<file path="config.mk">
export PLATFORM = sky130hd
export DESIGN_NAME = golay24_dec_cand_sched
export DESIGN_NICKNAME = d
export VERILOG_FILES = /design/src/rtl/golay24_dec_cand_sched.sv
export SDC_FILE = /design/constraint.sdc
export NUM_CORES = 1
export LEC_CHECK = 0
export CELL_PAD_IN_SITES_DETAIL_PLACEMENT = 1
export CELL_PAD_IN_SITES_GLOBAL_PLACEMENT = 2
export CORE_UTILIZATION = 34
export DETAILED_ROUTE_END_ITERATION = 8
export PLACE_DENSITY_LB_ADDON = 0.05
export SLEW_MARGIN = 20
export SYNTH_ARGS = -nofsm -noshare
export SYNTH_HDL_FRONTEND = slang
export SYNTH_SLANG_ARGS = --single-unit
</file>
<file path="constraint.sdc">
create_clock -name iclk -period 2.4 [get_ports iclk]
set_input_delay 0.36 -clock iclk [delete_from_list [all_inputs] [get_ports iclk]]
set_output_delay 0.36 -clock iclk [all_outputs]
set_load 0.01 [all_outputs]
</file>
<file path="src/rtl/golay24_dec_cand_sched.sv">
// Candidate scheduler for the Golay(24,12) soft decoder: buffers channel words in a
// 2-entry FIFO and emits one sop/val/eop framed burst of pCAND_NUM candidate slots per word.
module golay24_dec_cand_sched #(
  parameter int pLLR_W    = 4,
  parameter int pTAG_W    = 1,
  parameter int pCAND_NUM = 17,
  localparam int cMETRIC_W = pLLR_W + 5
) (
  input  logic                 iclk,
  input  logic                 ireset,
  input  logic                 iclkena,
  input  logic                 ival,
  input  logic [pTAG_W-1:0]    itag,
  input  logic [23:0]          ich_hd,
  input  logic [cMETRIC_W-1:0] ich_metric,
  output logic                 ordy,
  output logic                 osop,
  output logic                 oval,
  output logic                 oeop,
  output logic [4:0]           ocand_idx,
  output logic [pTAG_W-1:0]    otag,
  output logic [23:0]          och_hd,
  output logic [cMETRIC_W-1:0] och_metric,
  output logic                 obusy
);

  localparam logic [0:0] cST_IDLE  = 1'b0;
  localparam logic [0:0] cST_BURST = 1'b1;
  localparam int         cWORD_W   = pTAG_W + 24 + cMETRIC_W;
  localparam logic [4:0] cLAST     = 5'(pCAND_NUM - 1);

  logic [cWORD_W-1:0] mem [2];
  logic               wptr;
  logic               rptr;
  logic [1:0]         count;
  logic [0:0]         state;
  logic               wr;
  logic               pop;
  logic               last;

  assign ordy  = (count != 2'd2);
  assign wr    = iclkena & ival & ordy;
  assign last  = (ocand_idx == cLAST);
  // A word leaves the FIFO exactly when its burst starts: from idle, or right after eop.
  assign pop   = iclkena & (count != 2'd0) & ((state == cST_IDLE) | last);
  assign obusy = (state == cST_BURST) | (count != 2'd0);

  always_ff @(posedge iclk or posedge ireset) begin
    if (ireset) begin
      wptr  <= 1'b0;
      rptr  <= 1'b0;
      count <= 2'd0;
    end else begin
      if (wr)  wptr <= ~wptr;
      if (pop) rptr <= ~rptr;
      count <= count + {1'b0, wr} - {1'b0, pop};
    end
  end

  always_ff @(posedge iclk) begin
    if (wr) mem[wptr] <= {itag, ich_hd, ich_metric};
  end

  always_ff @(posedge iclk) begin
    if (pop) {otag, och_hd, och_metric} <= mem[rptr];
  end

  always_ff @(posedge iclk or posedge ireset) begin
    if (ireset) begin
      state     <= cST_IDLE;
      ocand_idx <= 5'd0;
      osop      <= 1'b0;
      oval      <= 1'b0;
      oeop      <= 1'b0;
    end else if (iclkena) begin
      if (pop) begin
        state     <= cST_BURST;
        ocand_idx <= 5'd0;
        osop      <= 1'b1;
        oval      <= 1'b1;
        oeop      <= 1'b0;
      end else if (state == cST_BURST) begin
        if (last) begin
          state <= cST_IDLE;
          osop  <= 1'b0;
          oval  <= 1'b0;
          oeop  <= 1'b0;
        end else begin
          ocand_idx <= ocand_idx + 5'd1;
          osop      <= 1'b0;
          oeop      <= ((ocand_idx + 5'd1) == cLAST);
        end
      end
    end
  end

endmodule

</file>
==> results.sh <==
export IMPL_routed_via_count=2106
export IMPL_cap_violations=0
export IMPL_place_area_sq_um=5220
export IMPL_drc_errors=0
export IMPL_fin_nets=351
export IMPL_clockBufferDepth=2
export IMPL_final_antenna_net_count=0
export IMPL_drtIter0Drc=57
export IMPL_min_path_type="in2async"
export IMPL_track_usage=0.134
export IMPL_swShare=0.233
export IMPL_slew_headroom=0.422
export IMPL_ys_dominant_reg_cell="edfxtp_1"
export IMPL_p_seq_frac=0.435
export IMPL_cp_required_ns=2.04
export IMPL_drt_wl_total_um=7680
export IMPL_synthArstFlopShare=0.113
export IMPL_reg2reg_to="count[1]"
export IMPL_r2r_slack_ns=0.51
export IMPL_pwr_share_clk=0.403
export IMPL_place_gp_congestion=0.724
export IMPL_io_pins=82
export IMPL_fin_util=0.486
export IMPL_synth_edf_count=102
export IMPL_grt_pass1_vias=2297
export IMPL_clk_latency_ns=0.40
export IMPL_p_per_area_nw_per_um2=1120
export IMPL_tightestPinTransition_ns=0.868
export IMPL_synth_cells=207
export IMPL_grt_max_degree=36
export IMPL_drive_above_1_share=0.262
export IMPL_synth_seq_area_share=0.811
export IMPL_cts_hold_buf=0
export IMPL_finalCritPeriodShare=0.880
export IMPL_fmax_mhz=473
export IMPL_cts_sinks=115
export IMPL_path_max_fanout=6
export IMPL_cts_resized=0
export IMPL_path_buf_inv=1
export IMPL_cp_arrival_ns=1.75
export IMPL_yosysTopAreaCellShare=0.733
export IMPL_cp_start_kind="flip-flop"
export IMPL_coreArea_sq_um=12000
export IMPL_cts_buffers=17
export IMPL_viasPerCell=4.50
export IMPL_synth_avg_cell_area_sq_um=20.2
export IMPL_num_rows=40
export IMPL_syn_area_sq_um=4180
export IMPL_post_cts_setup_buffers=0
export IMPL_cts_tree="built"
export IMPL_dr_pass1_iters=4
export IMPL_grt_pass1_wl_um=12500
export IMPL_setup_viol=0
export IMPL_root_buffer="clkbuf_16"
export IMPL_initial_core_util=0.348
export IMPL_antenna_found_initial=0
export IMPL_clkTransAtPathRegs_ns=0.05
export IMPL_place_hpwl_um=4950
export IMPL_end_kind="output port"
export IMPL_synth_most_common_cell="edfxtp_1"
export IMPL_critical_path_class="reg2out"
export IMPL_htree_levels=4
export IMPL_diodes=0
export IMPL_synth_common_cells="edfxtp_1 (102), mux2_2 (34), dfrtp_1 (13), nand3_1 (9), nand2_1 (8)"
export IMPL_power_leakage_nw=2.06
export IMPL_p_int_mw=5.02
export IMPL_post_synth_num_cell_types=26
export IMPL_r2r_start="ocand_idx[0]"
export IMPL_synthTopCellsByArea="edfxtp_1 (73%), mux2_2 (9.2%), dfrtp_1 (7.8%)"
export IMPL_design_area_sq_um=5840
export IMPL_rsz0062_at_grt="false"
export IMPL_path_delay_family="buffers and inverters"
export IMPL_drt_wirelength_per_cell_um=16.4
export IMPL_ys_ff_latch=115
export IMPL_die_w_um=113
export IMPL_syn_nets=249
export IMPL_reg2reg_depth=9
export IMPL_fill_cells=1140
export IMPL_cp_slowest_cell="clkdlybuf4s50_1"
export IMPL_synthToLayoutAreaGrowth_pct=39.7
export IMPL_period_minus_slack_ns=2.11
export IMPL_status="completed"
export IMPL_synth_warnings=0
export IMPL_synth_top_cell_by_area="edfxtp_1"
export IMPL_p_switching_mw=1.53
export IMPL_grt_overflow=0
export IMPL_max_stage_delay_ns=0.50
export IMPL_p_total_mw=6.54
export IMPL_port_buffers=81
export IMPL_die_area_sq_um=12700
export IMPL_pwr_share_comb=0.161
export IMPL_clock_skew_ns=0.00698
export IMPL_die_h_um=113
export IMPL_crit_chain="or3_1, clkdlybuf4s50_1"
export IMPL_irDropWorstVdd_mv=0.493
export IMPL_report_final_slew_viol_count=0
export IMPL_hold_viol_final=0
## worst register-to-register path, stage by stage, from the launching register on
cell and delay (ns):
dfrtp_2 0.45, inv_1 0.07, ha_1 0.18, nand4bb_4 0.18, a21oi_4 0.20, nand2_1 0.10, o21ai_0 0.09, ha_1 0.20
xor2_1 0.19, xnor2_1 0.13
## registers in the layout (all words and copies together) (netlist names)
name / cells
rptr: 1
oval: 1
ocand_idx: 5
wptr: 1
mem: 68
och_hd: 24
state: 1
oeop: 1
och_metric: 9
osop: 1
otag: 1
count: 2
## power groups by stage
stage | logic (mW) | clock network, mW | registers, mW
3_3_place_gp | 1.06 | 0 | 2.89
3_5_place_dp | 1.08 | 0 | 2.90
6_report | 1.06 | 2.64 | 2.85
2_1_floorplan | 0.660 | 0 | 2.78
5_1_grt | 1.15 | 2.78 | 2.90
4_1_cts | 1.09 | 2.69 | 2.86
## through the flow
stage / setup TNS, ns / cells / worst slack, ns / hold WS [ns]
5_1_grt: 0 / 468 / 0.208 / 0.373
6_report: 0 / 468 / 0.288 / 0.318
3_3_place_gp: 0 / 437 / 0.295 / 0.494
3_5_place_dp: 0 / 437 / 0.214 / 0.504
2_1_floorplan: -14.81 / 207 / -0.217 / 0.237
4_1_cts: 0 / 468 / 0.243 / 0.335
## worst max-delay path by stage
| stage | start | end | slack [ns] | cells past startpoint |
|---|---|---|---|---|
| finish | state | obusy | 0.29 | 2 |
| detailed placement | iclkena | count[1] | 0.21 | 6 |
| floorplan | count[0] | mem[0][0] | -0.22 | 3 |
| global route | state | obusy | 0.21 | 2 |
| global placement | iclkena | mem[0][17] | 0.30 | 4 |
| CTS | state | obusy | 0.24 | 2 |
## metal layers
layer  GRT usage  up-vias  wire (um)
met1       0.161     1032       3320
met3      0.0482       13        309
li1            -     1003          -
met5           0        -          0
met4      0.0579        0        113
met2       0.219       58       3940
## cell usage in the layout (no fill, tap or decap)
cell               n
nand2b_1           4
mux2_4             1
a21o_2             3
o21ai_0            2
bufinv_16          5
xnor2_1            3
clkbuf_1           1
nand4bb_4          1
clkinv_4           1
nor2_4             2
clkinv_1           3
dfrtp_2            3
buf_4              6
dfrtp_1           10
nand2_1            8
xor2_1             3
o21ai_2            1
a22o_2             1
nand3_2            1
nor2_2             1
mux2_2            34
a21oi_4            1
or3_1              1
and3_2             1
a21oi_1            1
clkbuf_16         17
inv_1              4
clkdlybuf4s50_1   81
clkinv_2           4
ha_1               4
nor3_1             1
nand3_1            9
edfxtp_1         102
a31o_2             1
## cells by family (layout without fill, tap and decap cells)
kind of cell               count (synthesis)  count (layout)  synth area share
DFF                                      115             115             0.811
muxes                                     35              35            0.0952
and+or+nand+nor                           29              29            0.0407
AOI/OAI and AO/OA                         10              10            0.0204
buffers and inverters                      8             122           0.00838
xor gates and xnor gates                   6               6            0.0126
adders and majority gates                  4               4            0.0120
## layout make-up
type                            instances  area, sq um  area share
Tap cell                              147          184      0.0315
Timing Repair Buffer                   87          856       0.147
Sequential cell                       115         3390       0.581
Clock buffer                           18          429      0.0735
Inverter                                4         15.0     0.00257
Clock inverter                         13          190      0.0326
Multi-Input combinational cell         84          771       0.132
Power figures use the tool's default switching activity.
==> RTL edit: new RTL, same settings <==
Set the parameter `pLLR_W` to 6 (it was 4).
--- a/src/rtl/golay24_dec_cand_sched.sv
+++ b/src/rtl/golay24_dec_cand_sched.sv
@@ -3,3 +3,3 @@
 module golay24_dec_cand_sched #(
-  parameter int pLLR_W    = 4,
+  parameter int pLLR_W    = 6,
   parameter int pTAG_W    = 1,
Interface: changed (resized ich_metric and och_metric); port bits go from 82 to 86. No check against the original RTL was run, so the function may have changed too.
==> RTL edit against the original RTL <==
Combinational power rose by 14%; routed wire length rose by 3.6%; area after synthesis rose by 4.9%; critical path depth did not move; cell area rose by 5.1%; power rose by 2.2%; sequential cell count rose by 6; non-clock buffer count rose by 3; setup slack got worse by 8.6 ps; global-route usage fell by 0.10 points.
==> RTL edit: results (changes against the original RTL) <==
Placed design
  • Placed instance area: 5530 um^2 (+6.1%)
  • Routability Congestion: 0.681 (-5.9%)
  • HPWL Detailed: 5000 um (+1.0%)
  • PortBufs: 85 (+4.9%)

Yosys
  • Commonest cells in the netlist: 108 x edfxtp_1, 36 x mux2_2, 13 x dfrtp_1
  • FFs w/ async S/R, synth: 10.7% (-0.56 points)
  • Number of flops mapped to enable cells by yosys: 108 (+5.9%)
  • Syn Nets: 259 (+4.0%)
  • Seq/Total Area, Yosys: 81.4% (+0.36 points)
  • Main area contributors after synthesis: edfxtp_1 74%, mux2_2 9.3%, dfrtp_1 7.4%

Setup path
  • Crit path max fanout: 4 (-2)
  • Worst Setup SP: count[1]$_DFF_PP0_
  • Worst r2r path cells: 9 (unchanged)

GRT
  • Vias in the first global route: 2363 (+2.9%)

Power
  • Clk power: 2.55 mW (-3%)
  • Seq pwr share: 43.8% (+0.3 points)
  • P_int: 5.11 mW (+1.9%)
  • Peak supply drop: 0.476 mV (-3.4%)
  • Leak Pwr: 2.13 nW (+3.5%)

Timing
  • Hold slack: 312 ps (-5.14 ps)
  • Clock skew: 6.03 ps (-0.952 ps)

Outcome
  • Outcome: finished clean

Routing
  • Initial drt markers: 89 (+56%)
  • Via count: 2265 (+7.5%)

Finish
  • Layout Nets: 364 (+3.7%)
[RTL edit: cell count changes in the layout (fill, tap and decap cells not counted), sizes merged]
cell and delta:
buf -1, bufinv -2, clkbuf +6, clkdlybuf4s50 +4, clkinv -4, clkinvlp +1
edfxtp +6, mux2 +2
[RTL edit: cells by family (layout without fill, tap and decap cells)]
kind of cell             Yosys count  count (layout)  share of synthesized area, %
adder cells (fa/ha/maj)            4               4                          1.14
XOR/XNOR                           6               6                          1.20
flip-flops                       121             121                          81.4
multiplexers                      37              37                          9.59
AND/OR/NAND/NOR                   29              29                          3.88
AO/OA/AOI/OAI                     10              10                          1.94
buffers and inverters              8             126                         0.799
[RTL edit: cell type report]
| class | instances | area [um^2] |
|---|---|---|
| inverters | 4 | 15.0 |
| multi-input cells | 86 | 793 |
| well taps | 172 | 215 |
| clock buffers | 24 | 482 |
| repair buffers | 90 | 938 |
| clock inverters | 8 | 120 |
| flip-flops and latches | 121 | 3570 |
| fillers | 1208 | 6430 |
[RTL edit: metal layers]
metal  up-vias  share of wire (%)  GRT usage (%)
li1       1046                  -              -
met1      1134                 42           15.8
met2        68                 51           21.4
met3        17                5.2           4.92
met4         0                1.8           6.49
met5         -                  0              0
[RTL edit: stage by stage]
| stage | instances | total power [mW] | utilization [%] | setup slack [ps] |
|---|---|---|---|---|
| finish | 505 | 6.68 | 48.8 | 279 |
| global route | 505 | 6.99 | 48.8 | 204 |
| CTS | 505 | 6.79 | 48.8 | 246 |
| detailed placement | 473 | 4.21 | 44.0 | 203 |
| global placement | 473 | 4.19 | 44.0 | 295 |
| floorplan | 215 | 3.61 | - | -304 |
